[src/rtl/main_store_serial.sv]
// Serial main store: LINES words of WORD_BITS bits, moved one bit per beat,
// LSB first, with every transfer aligned to a free-running beat counter.
module main_store_serial #(
    parameter int WORD_BITS = 32,
    parameter int LINES     = 32,
    parameter int ADDR_W    = 5,
    localparam int BEAT_W   = $clog2(WORD_BITS)
) (
    input  logic              w_CLK,
    input  logic              w_RST_N,
    input  logic              w_MS_REQ,
    input  logic              w_MS_WRITE,
    input  logic [ADDR_W-1:0] w_MS_ADDR,
    input  logic              w_MS_DATA_IN,
    input  logic              w_MS_ERASE,
    output logic              w_MS_DATA_OUT,
    output logic              w_MS_DATA_VALID,
    output logic              w_MS_BUSY,
    output logic              w_MS_DONE,
    output logic [BEAT_W-1:0] w_BEAT,
    output logic              w_BEAT_0
);

    localparam logic [1:0] ST_IDLE = 2'd0;
    localparam logic [1:0] ST_WAIT = 2'd1;
    localparam logic [1:0] ST_XFER = 2'd2;
    localparam logic [1:0] ST_DONE = 2'd3;

    localparam logic [BEAT_W-1:0] BEAT_LAST = BEAT_W'(WORD_BITS - 1);
    localparam logic [ADDR_W:0]   LINES_W   = (ADDR_W + 1)'(LINES);

    logic [1:0]        state_q, state_d;
    logic [BEAT_W-1:0] beat_q, beat_d;
    logic [ADDR_W-1:0] addr_q, addr_d;
    logic              wr_q, wr_d;
    logic [LINES-1:0][WORD_BITS-1:0] store_q, store_d;

    logic addr_ok;
    logic in_xfer;

    // Lines beyond LINES are silently ignored but keep normal handshake timing.
    assign addr_ok = ({1'b0, addr_q} < LINES_W);
    assign in_xfer = (state_q == ST_XFER);

    // Free-running beat counter, wraps at the end of each word period.
    always_comb begin
        beat_d = (beat_q == BEAT_LAST) ? '0 : beat_q + 1'b1;
    end

    // Transfer sequencing; the request is only looked at while idle.
    always_comb begin
        state_d = state_q;
        addr_d  = addr_q;
        wr_d    = wr_q;
        case (state_q)
            ST_IDLE: begin
                if (w_MS_REQ) begin
                    addr_d  = w_MS_ADDR;
                    wr_d    = w_MS_WRITE;
                    state_d = ST_WAIT;
                end
            end
            // Hold until the word period restarts so bit index == beat.
            ST_WAIT: if (beat_q == BEAT_LAST) state_d = ST_XFER;
            ST_XFER: if (beat_q == BEAT_LAST) state_d = ST_DONE;
            ST_DONE: state_d = ST_IDLE;
            default: state_d = ST_IDLE;
        endcase
    end

    // Store update: one bit per write beat, erase forces the bit to zero.
    always_comb begin
        store_d = store_q;
        if (in_xfer && wr_q && addr_ok)
            store_d[addr_q][beat_q] = w_MS_DATA_IN & ~w_MS_ERASE;
    end

    // State, beat and store registers; reset wipes the whole store.
    always_ff @(posedge w_CLK or negedge w_RST_N) begin
        if (!w_RST_N) begin
            state_q <= ST_IDLE;
            beat_q  <= '0;
            addr_q  <= '0;
            wr_q    <= 1'b0;
            store_q <= '0;
        end else begin
            state_q <= state_d;
            beat_q  <= beat_d;
            addr_q  <= addr_d;
            wr_q    <= wr_d;
            store_q <= store_d;
        end
    end

    // Outputs decode directly from state and beat; read data is combinational.
    always_comb begin
        w_MS_DATA_OUT   = (in_xfer && !wr_q && addr_ok) ? store_q[addr_q][beat_q] : 1'b0;
        w_MS_DATA_VALID = in_xfer;
        w_MS_BUSY       = (state_q != ST_IDLE);
        w_MS_DONE       = (state_q == ST_DONE);
        w_BEAT          = beat_q;
        w_BEAT_0        = (beat_q == '0);
    end

endmodule

[config.mk]
export PLATFORM = sky130hd
export DESIGN_NAME = main_store_serial
export DESIGN_NICKNAME = d
export VERILOG_FILES = /design/src/rtl/main_store_serial.sv
export SDC_FILE = /design/constraint.sdc
export NUM_CORES = 2
export LEC_CHECK = 0
export CAP_MARGIN = 20
export CORE_MARGIN = 10
export CORE_UTILIZATION = 64
export DETAILED_ROUTE_END_ITERATION = 8
export GPL_TIMING_DRIVEN = 0
export MAX_ROUTING_LAYER = met4
export PLACE_DENSITY = 0.77
export SYNTH_ARGS = -nofsm -noshare
export SYNTH_HDL_FRONTEND = slang
export SYNTH_SLANG_ARGS = --single-unit
export TNS_END_PERCENT = 20
[constraint.sdc]
create_clock -name w_CLK -period 3.9 [get_ports w_CLK]
set_input_delay 0.78 -clock w_CLK [delete_from_list [all_inputs] [get_ports w_CLK]]
set_output_delay 0.78 -clock w_CLK [all_outputs]
set_load 0.005 [all_outputs]
==> Word-level counts from Yosys, hierarchy flattened <==
Index checks and enable logic that the tools add are counted.
{ "word_totals": {"reg_bits": 1037, "out_inout_bits": 10} }
{ "op_classes": {"n_addsub": 1, "magnitude_cmp": 4, "n_eq_ne": 7, "muxes": 15, "n_bitwise": 2, "n_reduce_logical": 10} }
{ "ops": {"columns": ["op", "n"], "rows": [
  ["1024-bit bitwise mux", 1],
  ["32-bit binary-select mux with 5-bit select", 1],
  ["32-bit demux with 5-bit select", 1],
  ["32-bit 2-to-1 mux", 2],
  ["5-bit by 6-bit < comparator with 1-bit output (second input constant)", 2],
  ["5-bit by 1-bit greater-or-equal comparator with 1-bit output (second input constant)", 2],
  ["2-bit one-hot mux with 4 select lines", 1],
  ["2-bit 2-to-1 mux", 3],
  ["5-bit by 1-bit adder with 5-bit output (second input constant)", 1],
  ["1-bit binary-select mux with 5-bit select", 1],
  ["1-bit demux with 5-bit select", 1],
  ["5-bit == test (second input constant)", 1],
  ["5-bit logical NOT", 1],
  ["5-bit 2-to-1 mux", 1],
  ["2-bit == test (second input constant)", 2],
  ["1-bit logical AND", 4],
  ["2-bit inequality test (second input constant)", 2],
  ["1-bit 2-to-1 mux", 3],
  ["3-bit AND reduction", 1],
  ["2-bit by 1-bit == test with 1-bit output (second input constant)", 1],
  ["2-bit logical NOT", 1],
  ["2-bit by 1-bit inequality test with 1-bit output (second input constant)", 1],
  ["2-bit AND reduction", 1],
  ["2-bit nonzero test", 1],
  ["3 further kinds", 3]
]} }

==> Depth between registers and ports, before layout <==
{ "depth": {"depth_word": 7, "ltp_mapped": 12, "ltp_nobuf": 7} }

==> Least setup slack after synthesis <==
OpenSTA, ideal clock, no wires.
{ "synth_path": {"path_kind": "register to output", "start": "register addr_q[0]", "end": "output port w_MS_DATA_OUT", "t_arrival_ns": 2.534, "t_required_ns": 3.120, "setup_slack_ns": 0.586, "path_stages_with_launch": 10, "n_path_buf": 3, "cell_sequence": "dfrtp_1 > buf_6 > buf_4 > buf_2 > mux4_2 > a22oi_1 > o211ai_1 > a32o_2 > a2111oi_4 > a311oi_1"} }
{ "synth_between": {"elab_chain_cells": 5} }
{ "synth_rtl": {"columns": ["element", "line", "rtl"], "rows": [
  ["start, declared", "34", "logic [ADDR_W-1:0] addr_q, addr_d;"],
  ["start signal, assigned", "89", "addr_q <= addr_d;"],
  ["32-bit binary-select mux with 5-bit select", "97", "w_MS_DATA_OUT = (in_xfer && !wr_q && addr_ok) ? store_q[addr_q][beat_q] : 1'b0;"],
  ["32-bit 2-to-1 mux (not written as such)", "97", null],
  ["1-bit binary-select mux with 5-bit select", "97", null],
  ["1-bit 2-to-1 mux (not written as such)", "97", null],
  ["1-bit 2-to-1 mux", "97", null],
  ["end, declared", "16", "output logic w_MS_DATA_OUT,"]
]} }
Every way passes these cells. The select of a mux whose other input is x is not followed.

==> Worst setup path in the final report <==
{ "layout_path": {"start": "register addr_q[4]", "end": "output port w_MS_DATA_OUT"} }
The elaborated chain is that of the path after synthesis.

==> key figures <==
Run status
  – Status: finished with violations
  – Violated checks: design-rule violations, negative setup slack

Placed design
  – Number of input and output port buffers inserted: 20
  – HPWL reported at the end of detailed placement: 160,700 um
  – Dpl ws: -2.357 ns
  – Weighted congestion reported at the end of routability-driven placement: 1.089

GRT
  – Total global routing overflow: 0
  – GRT met3 Usage: 28.42%
  – First-pass GRT wire length: 317,900 um
  – Total routing usage reported by global routing: 51.09%
  – Largest net degree at the start of global routing: 171
  – Met1 Resource Use GR: 60.76%
  – Vias in the first global route: 43.53k
  – Routing usage on met2: 66.05%
  – Most used routing layer in global routing: met2
  – Initial antenna violation count: 13

Final layout
  – Sequential Area: 25,950 sq um
  – Footprint of the multi-input gates: 21,720 sq um
  – Final net count: 4,642
  – Filler cells: 5,258
  – Post-Route Utilization: 74.37%
  – Layout Area Growth over Synthesis: 15.59%
  – Commonest non-fill, non-tap cell in the layout: sky130_fd_sc_hd__dfrtp_1
  – Fraction of final layout cells with drive strength greater than 1: 13.67%
  – Most frequent cells in the layout: sky130_fd_sc_hd__dfrtp_1 (1,036), sky130_fd_sc_hd__o21ai_0 (1,025), sky130_fd_sc_hd__o31ai_1 (1,024)

Synth
  – Net Count, Synth: 4,438
  – Post-synth top area share: 52.24%
  – Number of distinct library cell variants in the gate-level netlist after synthesis: 59
  – Total standard cell area after synthesis: 49,680 sq um
  – Mean post-synth cell area: 11.25 sq um
  – Post-synth EDFFs: 0
  – Seq/Total Area, Yosys: 52.24%
  – Biggest area contributors in the synthesized netlist: sky130_fd_sc_hd__dfrtp_1 (52%), sky130_fd_sc_hd__o31ai_1 (15%), sky130_fd_sc_hd__o21ai_0 (10%)
  – Area leader, netlist: sky130_fd_sc_hd__dfrtp_1
  – Synthesis warning total: 0
  – Async set-or-reset flop fraction in the synthesized netlist: 100.0%
  – Flip-flop and latch count after synthesis: 1,037
  – Synth Flop Type: sky130_fd_sc_hd__dfrtp_1
  – Post-Syn Instances: 4,417

Clocking
  – H-tree depth reported by CTS: 3
  – Cell at the root of the clock tree: sky130_fd_sc_hd__clkbuf_16
  – Maximum number of buffers from clock root to sink: 3
  – Inserted Clock Buffers: 107
  – # clock sinks: 1,037
  – CTS clk-pin slew, worst paths: 0.06 ns
  – CTS tree: yes
  – Skew-Pair Late Insertion Delay: 0.71 ns

Worst setup path
  – Type of element capturing the critical path: output pin
  – Crit-path max cell delay: 0.57 ns
  – Critical-path maximum fanout: 7
  – Flop2flop setup slack: 0.04 ns
  – Capture point of the worst reg-to-reg path: store_q[612]
  – Reg2reg start: addr_q[1]
  – Top Family by Delay on Critical Path: simple AND/OR/NAND/NOR gates
  – Cell at the slowest stage of the critical path: sky130_fd_sc_hd__clkbuf_1
  – Count of buffer and inverter cells on the critical path: 3
  – Data arrival, critical path: 4.28 ns
  – Data required time of the critical path: 3.12 ns
  – Sequence of cells on the critical path: and3b_2 > clkbuf_1 > buf_8 > a22oi_2 > o2111ai_1 > nand4_1 > and4_1 > a311oi_4 > buf_2
  – Path type of the worst setup path: flip-flop to output pin
  – Startpoint type of the worst setup path: flip-flop
  – Cell count of the worst reg-to-reg path: 9

STA
  – Fin crit share: 129.7%
  – Min setup slack post-route: -1.158 ns
  – Max transition margin: 11.31%
  – Final setup violation count: 2
  – Total count of max-transition violations in the final report: 0
  – Peak Freq: 0.1977 GHz
  – Unrepaired setup endpoints after global routing: true
  – Hold Violations, Final: 0
  – Actual slew at the worst max-slew pin: 1.330 ns
  – Post-route clock skew: 0.02718 ns
  – Setup TNS Final: -1.182 ns
  – Shortest period the worst path allows: 5.058 ns

Routing
  – Via density per instance: 7.919
  – Routed wire per std cell: 39.19 um
  – Via count: 45.68k
  – Count of routing violations after the opening detailed-route iteration: 8,727
  – Length of the first detailed-routing pass in iterations: 9
  – # DRC: 2
  – Antenna Violating Nets Remaining: 0
  – Total detailed-routing wirelength: 226,100 um

Pwr
  – Maximum vdd drop: 0.4449 mV
  – Switching power total: 5.107 mW
  – Clock network fraction of design power: 49.3%
  – Portion of total power attributed to combinational logic: 2.2%
  – Int Power: 17.09 mW
  – Switching share of total power: 23.01%
  – Leakage: 16.82 nW
  – Sequential share of power: 48.5%
  – Post-layout power: 22.19 mW
  – Total power per unit cell area: 386.5 nW/um^2

Job
  – Max cap viols: 0

Floorplan
  – Total die area: 89,160 sq um
  – Standard-cell row count: 102
  – Horiz. Die Dim: 298.6 um
  – IO Count: 21
  – Die boundary height: 298.6 um
  – Starting utilization of the core area: 64.34%
  – Area of the core: 77,210 sq um

Worst hold path
  – Hold Path Class: input pin to async pin
-- through the flow --
| step | hold WS [ns] | std cells | area [sq um] |
|---|---|---|---|
| 2_1_floorplan | 0.4680 | 4417 | 49680 |
| 3_3_place_gp | 0.4831 | 5477 | 51180 |
| 3_5_place_dp | 0.4932 | 5491 | 51480 |
| 4_1_cts | 0.1161 | 5720 | 56720 |
| 5_1_grt | 0.1349 | 5763 | 57400 |
| 6_report | 0.03602 | 5769 | 57420 |
-- layer usage --
layer  routed length (um)  share of wire (%)  vias to the layer above
li1                     -                  -                    17710
met1                76600                 34                    22730
met2                89940                 40                     4287
met3                40600                 18                      948
met4                18970                8.4                        0
met5                    0                  0                        -
-- timing repair --
| item | 4_1_cts | 5_1_grt |
|---|---|---|
| pin swaps | 14 | 10 |
| gates resized for setup | 295 | 76 |
| hold buffers | 0 | 0 |
| endpoints found under the setup margin | 1022 | 269 |
| setup buffers | 38 | 32 |
-- synthesized netlist by cell type (5+ instances only) --
cell and n:
sky130_fd_sc_hd__nor2_1 11, sky130_fd_sc_hd__buf_1 7, sky130_fd_sc_hd__inv_1 7, sky130_fd_sc_hd__o211ai_1 5, sky130_fd_sc_hd__nand4_1 6, sky130_fd_sc_hd__o22ai_1 63
sky130_fd_sc_hd__mux2i_1 160, sky130_fd_sc_hd__buf_4 24, sky130_fd_sc_hd__o31ai_1 1024, sky130_fd_sc_hd__nand2_1 71, sky130_fd_sc_hd__buf_6 5, sky130_fd_sc_hd__a22o_1 20
sky130_fd_sc_hd__ha_1 10, sky130_fd_sc_hd__mux4_2 188, sky130_fd_sc_hd__dfrtp_1 1037, sky130_fd_sc_hd__nor3_1 17, sky130_fd_sc_hd__nor4_1 13, sky130_fd_sc_hd__buf_2 49
sky130_fd_sc_hd__o221ai_1 11, sky130_fd_sc_hd__a22oi_1 39, sky130_fd_sc_hd__o2111ai_1 9, sky130_fd_sc_hd__clkbuf_1 525, sky130_fd_sc_hd__a31oi_1 5, sky130_fd_sc_hd__o21ai_0 1025
sky130_fd_sc_hd__mux2_2 8, sky130_fd_sc_hd__nor3b_1 5
-- cells by family (layout without fill, tap and decap cells) --
logic type / after synthesis / in the layout / synth area share [%]
compound gates: 2213 / 2213 / 28.28
mux: 361 / 361 / 12.19
other cells: 0 / 18 / 0
fa+ha+maj: 10 / 10 / 0.2519
buf+inv: 622 / 916 / 5.118
xor+xnor: 2 / 2 / 0.03527
flops: 1037 / 1037 / 52.24
simple gates: 172 / 172 / 1.894
-- sequential cells by signal, summed over array words and instances, names as in the netlist --
| register | cells |
|---|---|
| wr_q | 1 |
| w_BEAT | 5 |
| state_q | 2 |
| addr_q | 5 |
| store_q | 1024 |
-- how the worst max path moves through the flow --
stage,from,end,cells after the start
6_report,addr_q[4],w_MS_DATA_OUT,9
5_1_grt,addr_q[1],w_MS_DATA_OUT,12
4_1_cts,addr_q[0],w_MS_DATA_OUT,10
3_5_place_dp,addr_q[1],w_MS_DATA_OUT,12
3_3_place_gp,w_RST_N,store_q[218],1
2_1_floorplan,addr_q[0],w_MS_DATA_OUT,9
-- power groups by stage --
stage	Clock (mW)	Sequential [mW]	Combinational, mW
CTS	10.8	10.8	0.487
floorplan	0	11.0	0.136
detailed placement	0	11.0	0.485
global placement	0	11.0	0.443
global route	11.2	10.8	0.531
finish	10.9	10.8	0.495
-- area by class of cell --
cell class | count | area share (%)
Buffer | 604 | 6.099
Inverter | 9 | 0.06755
Timing Repair Buffer | 104 | 2.042
Clock inverter | 41 | 0.9893
Clock buffer | 158 | 5.435
Tap cell | 1040 | 2.266
Sequential cell | 1037 | 45.20
Antenna cell | 18 | 0.07845
Multi-Input combinational cell | 2758 | 37.83
-- worst register-to-register path: stages (launching register included) --
cell	delay, ns
sky130_fd_sc_hd__dfrtp_1	0.40
sky130_fd_sc_hd__buf_12	0.21
sky130_fd_sc_hd__buf_16	0.26
sky130_fd_sc_hd__buf_16	0.27
sky130_fd_sc_hd__buf_8	0.34
sky130_fd_sc_hd__inv_1	0.16
sky130_fd_sc_hd__nor2_2	0.62
sky130_fd_sc_hd__nand2_1	0.58
sky130_fd_sc_hd__clkbuf_1	0.50
sky130_fd_sc_hd__o31ai_1	0.39
Power figures use the tool's default switching activity.
